[src/rtl/timer_pkg.sv]
// rtl/timer_pkg.sv - shared state codes and constants for the mm:ss timer
package timer_pkg;

  typedef enum logic [1:0] {
    S_IDLE  = 2'd0,
    S_RUN   = 2'd1,
    S_PAUSE = 2'd2,
    S_DONE  = 2'd3
  } state_t;

  localparam int   MAX_VAL_DEF = 59;
  localparam logic DIR_UP      = 1'b1;
  localparam logic DIR_DOWN    = 1'b0;

endpackage

[src/rtl/mod60_counter.sv]
// rtl/mod60_counter.sv - wrapping 0..MAX_VAL field register with up/down step and preset increment
module mod60_counter
  import timer_pkg::*;
#(
  parameter int MAX_VAL = MAX_VAL_DEF
) (
  input  logic       clk_1Hz,
  input  logic       reset,
  input  logic       en,
  input  logic       up,
  input  logic       clr,
  input  logic       inc,
  output logic [5:0] value,
  output logic       carry,
  output logic       borrow
);

  localparam logic [5:0] TOP = 6'(MAX_VAL);

  logic [5:0] plus_one;
  logic [5:0] minus_one;

  always_comb begin
    plus_one  = (value >= TOP) ? 6'd0 : value + 6'd1;
    minus_one = (value == 6'd0) ? TOP : value - 6'd1;
  end

  // Preset increment outranks the step so IDLE presets never depend on direction.
  always_ff @(posedge clk_1Hz) begin
    if (reset || clr) begin
      value <= 6'd0;
    end else if (inc) begin
      value <= plus_one;
    end else if (en) begin
      value <= up ? plus_one : minus_one;
    end
  end

  assign carry  = up && (value == TOP);
  assign borrow = !up && (value == 6'd0);

endmodule

[src/rtl/timer_ctrl_fsm.sv]
// rtl/timer_ctrl_fsm.sv - stopwatch/countdown sequencer owning the mm:ss registers and alarm timing
module timer_ctrl_fsm
  import timer_pkg::*;
#(
  parameter int MAX_VAL      = MAX_VAL_DEF,
  parameter int ALARM_CYCLES = 10
) (
  input  logic       clk_1Hz,
  input  logic       reset,
  input  logic       mode,
  input  logic       start,
  input  logic       stop,
  input  logic       clear,
  input  logic       inc_sec,
  input  logic       inc_min,
  output logic [5:0] seconds,
  output logic [5:0] minutes,
  output logic [1:0] state,
  output logic       running,
  output logic       finish,
  output logic       alarm
);

  localparam int            AW         = $clog2(ALARM_CYCLES + 1);
  localparam logic [AW-1:0] ALARM_LAST = AW'(ALARM_CYCLES - 1);

  state_t        cur;
  state_t        nxt;
  logic          dir;
  logic          dir_nxt;
  logic [AW-1:0] alarm_cnt;
  logic          clr_all;
  logic          step;
  logic          sec_inc;
  logic          min_inc;
  logic          sec_carry;
  logic          sec_borrow;
  logic          min_borrow;
  logic          unused_min_carry;
  logic          is_zero;
  logic          last_step;

  assign is_zero   = (seconds == 6'd0) && (minutes == 6'd0);
  // 00:01 counting down: this step lands on 00:00.
  assign last_step = (seconds == 6'd1) && min_borrow;

  always_comb begin
    nxt     = cur;
    dir_nxt = dir;
    clr_all = 1'b0;
    step    = 1'b0;
    sec_inc = 1'b0;
    min_inc = 1'b0;
    case (cur)
      S_IDLE: begin
        if (clear) begin
          clr_all = 1'b1;
        end else if (!stop) begin
          if (start && (mode == DIR_UP)) begin
            clr_all = 1'b1;
            dir_nxt = DIR_UP;
            nxt     = S_RUN;
          end else if (start && !is_zero) begin
            dir_nxt = DIR_DOWN;
            nxt     = S_RUN;
          end else if (mode == DIR_DOWN) begin
            sec_inc = inc_sec;
            min_inc = inc_min;
          end
        end
      end
      S_RUN: begin
        if (clear) begin
          clr_all = 1'b1;
          nxt     = S_IDLE;
        end else if (stop) begin
          nxt = S_PAUSE;
        end else begin
          step = 1'b1;
          if (last_step) nxt = S_DONE;
        end
      end
      S_PAUSE: begin
        if (clear) begin
          clr_all = 1'b1;
          nxt     = S_IDLE;
        end else if (!stop && start) begin
          nxt = S_RUN;
        end
      end
      S_DONE: begin
        if (clear || (start && !stop) || (alarm_cnt == ALARM_LAST)) begin
          clr_all = clear;
          nxt     = S_IDLE;
        end
      end
      default: nxt = S_IDLE;
    endcase
  end

  always_ff @(posedge clk_1Hz) begin
    if (reset) begin
      cur       <= S_IDLE;
      dir       <= DIR_UP;
      alarm_cnt <= '0;
      running   <= 1'b0;
      finish    <= 1'b0;
      alarm     <= 1'b0;
    end else begin
      cur       <= nxt;
      dir       <= dir_nxt;
      alarm_cnt <= ((cur == S_DONE) && (nxt == S_DONE)) ? alarm_cnt + 1'b1 : '0;
      running   <= (nxt == S_RUN);
      finish    <= (cur == S_RUN) && (nxt == S_DONE);
      alarm     <= (nxt == S_DONE);
    end
  end

  assign state = cur;

  mod60_counter #(.MAX_VAL(MAX_VAL)) u_sec (
    .clk_1Hz (clk_1Hz),
    .reset   (reset),
    .en      (step),
    .up      (dir),
    .clr     (clr_all),
    .inc     (sec_inc),
    .value   (seconds),
    .carry   (sec_carry),
    .borrow  (sec_borrow)
  );

  mod60_counter #(.MAX_VAL(MAX_VAL)) u_min (
    .clk_1Hz (clk_1Hz),
    .reset   (reset),
    .en      (step && (sec_carry || sec_borrow)),
    .up      (dir),
    .clr     (clr_all),
    .inc     (min_inc),
    .value   (minutes),
    .carry   (unused_min_carry),
    .borrow  (min_borrow)
  );

endmodule

[config.mk]
export PLATFORM = sky130hd
export DESIGN_NAME = timer_ctrl_fsm
export DESIGN_NICKNAME = d
export VERILOG_FILES = /design/src/rtl/timer_pkg.sv /design/src/rtl/mod60_counter.sv /design/src/rtl/timer_ctrl_fsm.sv
export SDC_FILE = /design/constraint.sdc
export NUM_CORES = 1
export LEC_CHECK = 0
export ABC_AREA = 1
export CAP_MARGIN = 20
export CELL_PAD_IN_SITES_DETAIL_PLACEMENT = 1
export CELL_PAD_IN_SITES_GLOBAL_PLACEMENT = 1
export CORE_MARGIN = 5
export CORE_UTILIZATION = 41
export CTS_BUF_LIST = sky130_fd_sc_hd__clkbuf_8
export DETAILED_ROUTE_END_ITERATION = 8
export PLACE_DENSITY = 0.91
export SLEW_MARGIN = 20
export SYNTH_ARGS = -nofsm -noshare
export SYNTH_HDL_FRONTEND = slang
export SYNTH_SLANG_ARGS = --single-unit
[constraint.sdc]
create_clock -name clk_1Hz -period 4.89 [get_ports clk_1Hz]
set_clock_uncertainty 0.2 [all_clocks]
set_input_delay 0.489 -clock clk_1Hz [delete_from_list [all_inputs] [get_ports clk_1Hz]]
set_output_delay 0.489 -clock clk_1Hz [all_outputs]
set_load 0.02 [all_outputs]
Yosys cells after proc, flatten, opt, wreduce, memory -nomap -nowiden
Index checks and enable logic that the tools add are counted.

Reduce and logical (&&, ||, !) cells: 27. Multiplexer cells: 44. Bitwise gates (word level): 3. Add/sub/neg operators: 5. Equality and inequality tests: 8. $lt $le $gt $ge: 2.

Operators by type and width (number): 6-bit two-way mux (10); 1-bit two-way mux (22); 2-bit two-way mux (10); 6-bit by 1-bit adder with 6-bit output (second input constant) (2); 6-bit greater-or-equal comparator (second input constant) (2); 6-bit zero test (2); 6-bit by 1-bit subtractor with 6-bit output (second input constant) (2); 1-bit logical AND (11); 2-bit one-hot mux with 4 select lines (1); 2-bit equality test (second input constant) (3); 6-bit by 1-bit equality test with 1-bit output (second input constant) (1); 6-bit equality test (second input constant) (1); 2-bit nonzero test (3); 4-bit by 1-bit adder with 4-bit output (second input constant) (1); 2-bit by 1-bit equality test with 1-bit output (second input constant) (2); 4-bit equality test (second input constant) (1); 1-bit logical OR (4); 4-bit AND reduction (1); 2-bit OR reduction (2); 1-bit zero test (3); 1-bit inverter (3); 1-bit one-hot mux with 3 select lines (1); 2-bit zero test (1).

Bits in registers: 22. Input port bits: 8.

Logic depth before layout (Yosys ltp)
Depth in word-level cells: 13. Mapped depth: 13. Gate-level depth less buffers: 13.

Cells and area by module
Synthesis repeated with hierarchy kept, for this count alone.

Cells, all modules: 280. Area, all modules: 1848.0 um^2.

Modules (own cells, without submodules): mod60_counter (area an instance 565.5 um^2, cells each 91, seq. area each 120.1 um^2, instances 2); timer_ctrl_fsm (area an instance 716.9 um^2, cells each 98, seq. area each 200.2 um^2, instances 1).

Worst setup path before layout
No wires, ideal clock.

Kind: reg-to-reg. From: register u_min.value[0]. To: register finish. Setup slack: 2920 ps. Path buffers: 0. Library setup time: 116 ps. Stages on the path, launching flop included: 12. Clock period less this slack: 1970 ps. Data arrival time: 1655 ps. Required time: 4574 ps. Path through: dfxtp_1 > inv_1 > ha_1 > nand2_2 > nor2_8 > nand2_2 > nand2_4 > nand2_2 > nand3_2 > nand2_2 > clkinv_2 > and3_1.

Word-level cells in the longest chain between the ends: 11. Elaborated cells between the ends (all ways): 16. Classes of those cells: 1 x eq/ne; 8 x mux; 7 x reduce/logical.

RTL lines: start: declaration (RTL line mod60_counter.sv:13) `output logic [5:0] value,`; start signal: assignment (RTL line mod60_counter.sv:33) `value <= plus_one;`; start signal: assignment (RTL line mod60_counter.sv:35) `value <= up ? plus_one : minus_one;`; 6-bit zero test (*) (RTL line mod60_counter.sv:40, timer_ctrl_fsm.sv:43); 1-bit logical AND (RTL line timer_ctrl_fsm.sv:43) `assign is_zero = (seconds == 6'd0) && (minutes == 6'd0);`; 1-bit zero test (RTL line timer_ctrl_fsm.sv:63) `end else if (start && !is_zero) begin`; 1-bit logical AND (RTL line timer_ctrl_fsm.sv:63); 2-bit two-way mux (RTL line timer_ctrl_fsm.sv:63); 2-bit two-way mux (RTL line timer_ctrl_fsm.sv:59) `if (start && (mode == DIR_UP)) begin`; 2-bit two-way mux (RTL line timer_ctrl_fsm.sv:58) `end else if (!stop) begin`; 2-bit two-way mux (RTL line timer_ctrl_fsm.sv:56) `if (clear) begin`; 2-bit one-hot mux with 4 select lines (*) (RTL line timer_ctrl_fsm.sv:54) `case (cur)`; 2-bit equality test (*) (RTL line timer_ctrl_fsm.sv:114) `finish <= (cur == S_RUN) && (nxt == S_DONE);`; 1-bit logical AND (*) (RTL line timer_ctrl_fsm.sv:114); end signal: assignment (RTL line timer_ctrl_fsm.sv:114); end: declaration (RTL line timer_ctrl_fsm.sv:20) `output logic finish,`.

Every way passes the cells marked *; elsewhere a longest branch is shown, timed or not. A chain may end at the register's enable or synchronous reset.

Final worst setup path
From: register cur[0] (netlist: state[0]). To: register u_min.value[3].

Word-level cells in the longest chain between the ends: 4. Elaborated cells between the ends (all ways): 12. Classes of those cells: 3 x eq/ne; 4 x mux; 5 x reduce/logical.

RTL lines: start: declaration (RTL line timer_ctrl_fsm.sv:27) `state_t cur;`; start signal: assignment (RTL line timer_ctrl_fsm.sv:110) `cur <= nxt;`; 2-bit by 1-bit equality test with 1-bit output or 2-bit equality test (tied branches) (RTL line timer_ctrl_fsm.sv:54); 2-bit OR reduction (no source line) or 1-bit two-way mux (tied branches); 1-bit one-hot mux with 3 select lines or 1-bit logical AND (tied branches) (RTL line timer_ctrl_fsm.sv:54, timer_ctrl_fsm.sv:136); 1-bit logical OR or 2-bit nonzero test (tied branches).

Parallel ways exist; a longest one is shown, timed or not.

==> metrics.txt <==
Crit. path cell count=9; post-synth cell types=33; number of antenna diodes=0; post-CTS setup buffer count=0; CTS tree=yes; maximum VDD drop=between 0.1 and 0.15 mV; antenna violations before repair=0; Sw Pwr=176 uW; WL final=about 5.1 mm; dpl ws=~2.4 ns; Slew @ Worst Pin=approximately 0.72 ns; gr usage total=0.177; crit path buf inv count=3; CTS clk-pin slew, worst paths=0.09 ns; Post-synth EDFFs=0; Placed Instance Area=between 2000 and 2500 um^2; H-tree levels=1; die area=around 6000 um^2; clk root buf=clkbuf_8; layout cell share with drive strength beyond 1=0.135; clk sinks=22; Antenna Nets Post-Route=0; Clock power frac=0.331; max incr delay on CP=approximately 0.55 ns; FILL cells=about 600; DP HPWL=4.14 mm; cts hold-fix bufs=0; count of input and output buffers=24; Tmin final=between 2 and 2.5 ns; synth warn=0; first-pass GRT wire length=just under 9 mm; final hold vios=0; Comb power frac=0.292; fmax=about 420 MHz; grt ovf=0; CTS Buf Count=3; Core ar.=around 4300 um^2; crit-path max FO=12; Syn Area/Cell=6.68 um^2; Synth Net Count=around 290; Data arrival, critical path=about 2.4 ns; worst rel slew slack=0.518; worst hold-check path type=register to register; First-pass DRT Iterations=5; GPL Wtd Cong=about 0.84; Core Util, Final=0.500; CP startpoint kind=register; area delta synth->final=19.1%; critical path's slowest cell=nor3_2; Net Sw Frac=0.332; setup repair after global routing missed its margin=no; met3 Use GR=0.0189; residual DRC count=0; via count of the first global-routing pass=around 1900; max_cap viols=0; prevailing post-synth register cell=dfxtp_1; Max Root-Sink Buffers=2; Initial Util=0.420; DIE WIDTH=between 70 and 80 um; Int Pwr=~350 uW; largest net degree at the start of global routing=14; Slew Limit Fails=0; worst-path cell chain=inv_1 -> ha_1 -> nor2_1 -> a21oi_1 -> nor3_2 -> o21ai_0 -> inv_1 -> o21ai_1 -> inv_1; cell family with most CP delay=simple AND/OR/NAND/NOR gates; Ports=25; Die Y=~77 um; wire per inst=roughly 15 um; Final WS setup=approximately 2.5 ns; Synth Register Bits=22; Final setup viols=0; met2 usage=0.328; status=finished, final reports clean; Critical Path RT=between 4 and 5 ns; Most common cell on crit path=inv_1; GR Util met1=0.212; register area share after synthesis=0.242; Clock Latency Late Sink=about 0.27 ns; number of cells on the worst reg-to-reg path=9; Post-layout nets=roughly 320; mapped cell area=roughly 1800 um^2; drt via density=between 5 and 6; via count=1833; DRT iter0 DRCs=102; WS Path Type=register to register; PwrDens=244 nW/um^2; hold depth=1; P_leak=0.000997 uW; # rows=24; Synth Instances=approximately 270; Seq pwr share=0.377; Period Utilization, post-route=0.484; Final Cell Area=between 2000 and 2500 um^2; GRT busiest layer=met2; CP Capture Type=register; post_cts resized=0; async set-reset flop share out of synthesis=0; Post-Route Setup TNS=0 ns
[flip-flops by register name, indices dropped and copies added (netlist names)]
name and count:
alarm_cnt 4, state 2, alarm 1, running 1
u_min.value 6, u_sec.value 6, dir 1, finish 1
[Yosys cell counts (2+ instances only)]
cell type	instances	area, um^2
o21ai_0	14	70.1
nand2_4	6	67.6
ha_1	13	163
xor2_1	5	43.8
nor2_2	8	50.1
nand2_1	54	203
nand3_1	21	105
inv_2	6	22.5
a21boi_1	4	30.0
o31ai_1	2	15.0
buf_6	2	22.5
nand4_1	4	25.0
inv_1	35	131
o21ai_1	12	60.1
nand2_2	6	37.5
a21oi_1	13	65.1
nor2_4	2	22.5
dfxtp_1	22	440
o211ai_1	2	15.0
nor3_1	3	15.0
nor2_1	25	93.8
xnor2_1	2	17.5
[stage by stage]
| stage | std cells | hold slack [ns] | total power, uW |
|---|---|---|---|
| 6_report | 348 | 0.280 | 529 |
| 5_1_grt | 348 | 0.295 | 558 |
| 4_1_cts | 348 | 0.288 | 533 |
| 3_5_place_dp | 344 | 0.266 | 360 |
| 3_3_place_gp | 344 | 0.264 | 354 |
| 2_1_floorplan | 272 | 0.243 | 310 |
[power groups by stage]
| stage | logic (uW) | registers (uW) | clock network, uW |
|---|---|---|---|
| after global routing | 172 | 201 | 185 |
| after global placement | 150 | 203 | 0 |
| final | 155 | 199 | 175 |
| after CTS | 157 | 199 | 177 |
| after floorplan | 102 | 208 | 0 |
| after detailed placement | 156 | 203 | 0 |
[worst paths after layout]
kind / from / end / slack, ns
worst max-delay path: state[0]$_SDFF_PP0_ / u_min.value[3]$_SDFFE_PP0P_ / 2.52
worst max register to register: state[0]$_SDFF_PP0_ / u_min.value[3]$_SDFFE_PP0P_ / 2.52
worst min-delay path: alarm_cnt[0]$_SDFF_PP0_ / alarm_cnt[0]$_SDFF_PP0_ / 0.28
worst min register to register: alarm_cnt[0]$_SDFF_PP0_ / alarm_cnt[0]$_SDFF_PP0_ / 0.28
[cells in the final DEF, fill, tap and decap left out, drive strengths merged, types with 3 or more instances in the layout]
master / n
nor3: 3
o21ai: 27
clkdlybuf4s50: 24
xor2: 5
nor2: 36
nand2: 66
a21oi: 14
dfxtp: 22
nand4: 4
clkbuf: 3
inv: 41
nand3: 23
a21boi: 4
ha: 13
[final cells by class]
| cell class | instances | area, um^2 | share of cell area |
|---|---|---|---|
| Multi-Input combinational cell | 204 | 1190 | 0.549 |
| Clock inverter | 1 | 30.0 | 0.0139 |
| Tap cell | 52 | 65.1 | 0.0301 |
| Clock buffer | 3 | 41.3 | 0.0191 |
| Sequential cell | 22 | 440 | 0.204 |
| Timing Repair Buffer | 24 | 240 | 0.111 |
| Inverter | 42 | 159 | 0.0735 |
[routing by layer]
| metal | routed length [um] | share of wire | vias to the layer above |
|---|---|---|---|
| met5 | 0 | 0 | - |
| met2 | 2630 | 0.52 | 36 |
| li1 | - | - | 923 |
| met1 | 2230 | 0.44 | 868 |
| met3 | 143 | 0.028 | 6 |
| met4 | 61 | 0.012 | 0 |
[cells by family (layout without fill, tap and decap cells)]
kind of cell               after synthesis  in the layout  share of synthesized area
buffers and inverters                   46             70                      0.107
adders and majority gates               13             13                     0.0895
and+or+nand+nor                        134            134                      0.374
xor gates and xnor gates                 7              7                     0.0337
DFF                                     22             22                      0.242
AOI/OAI and AO/OA                       50             50                      0.154
No activity file was read; power rests on OpenSTA's default activity.
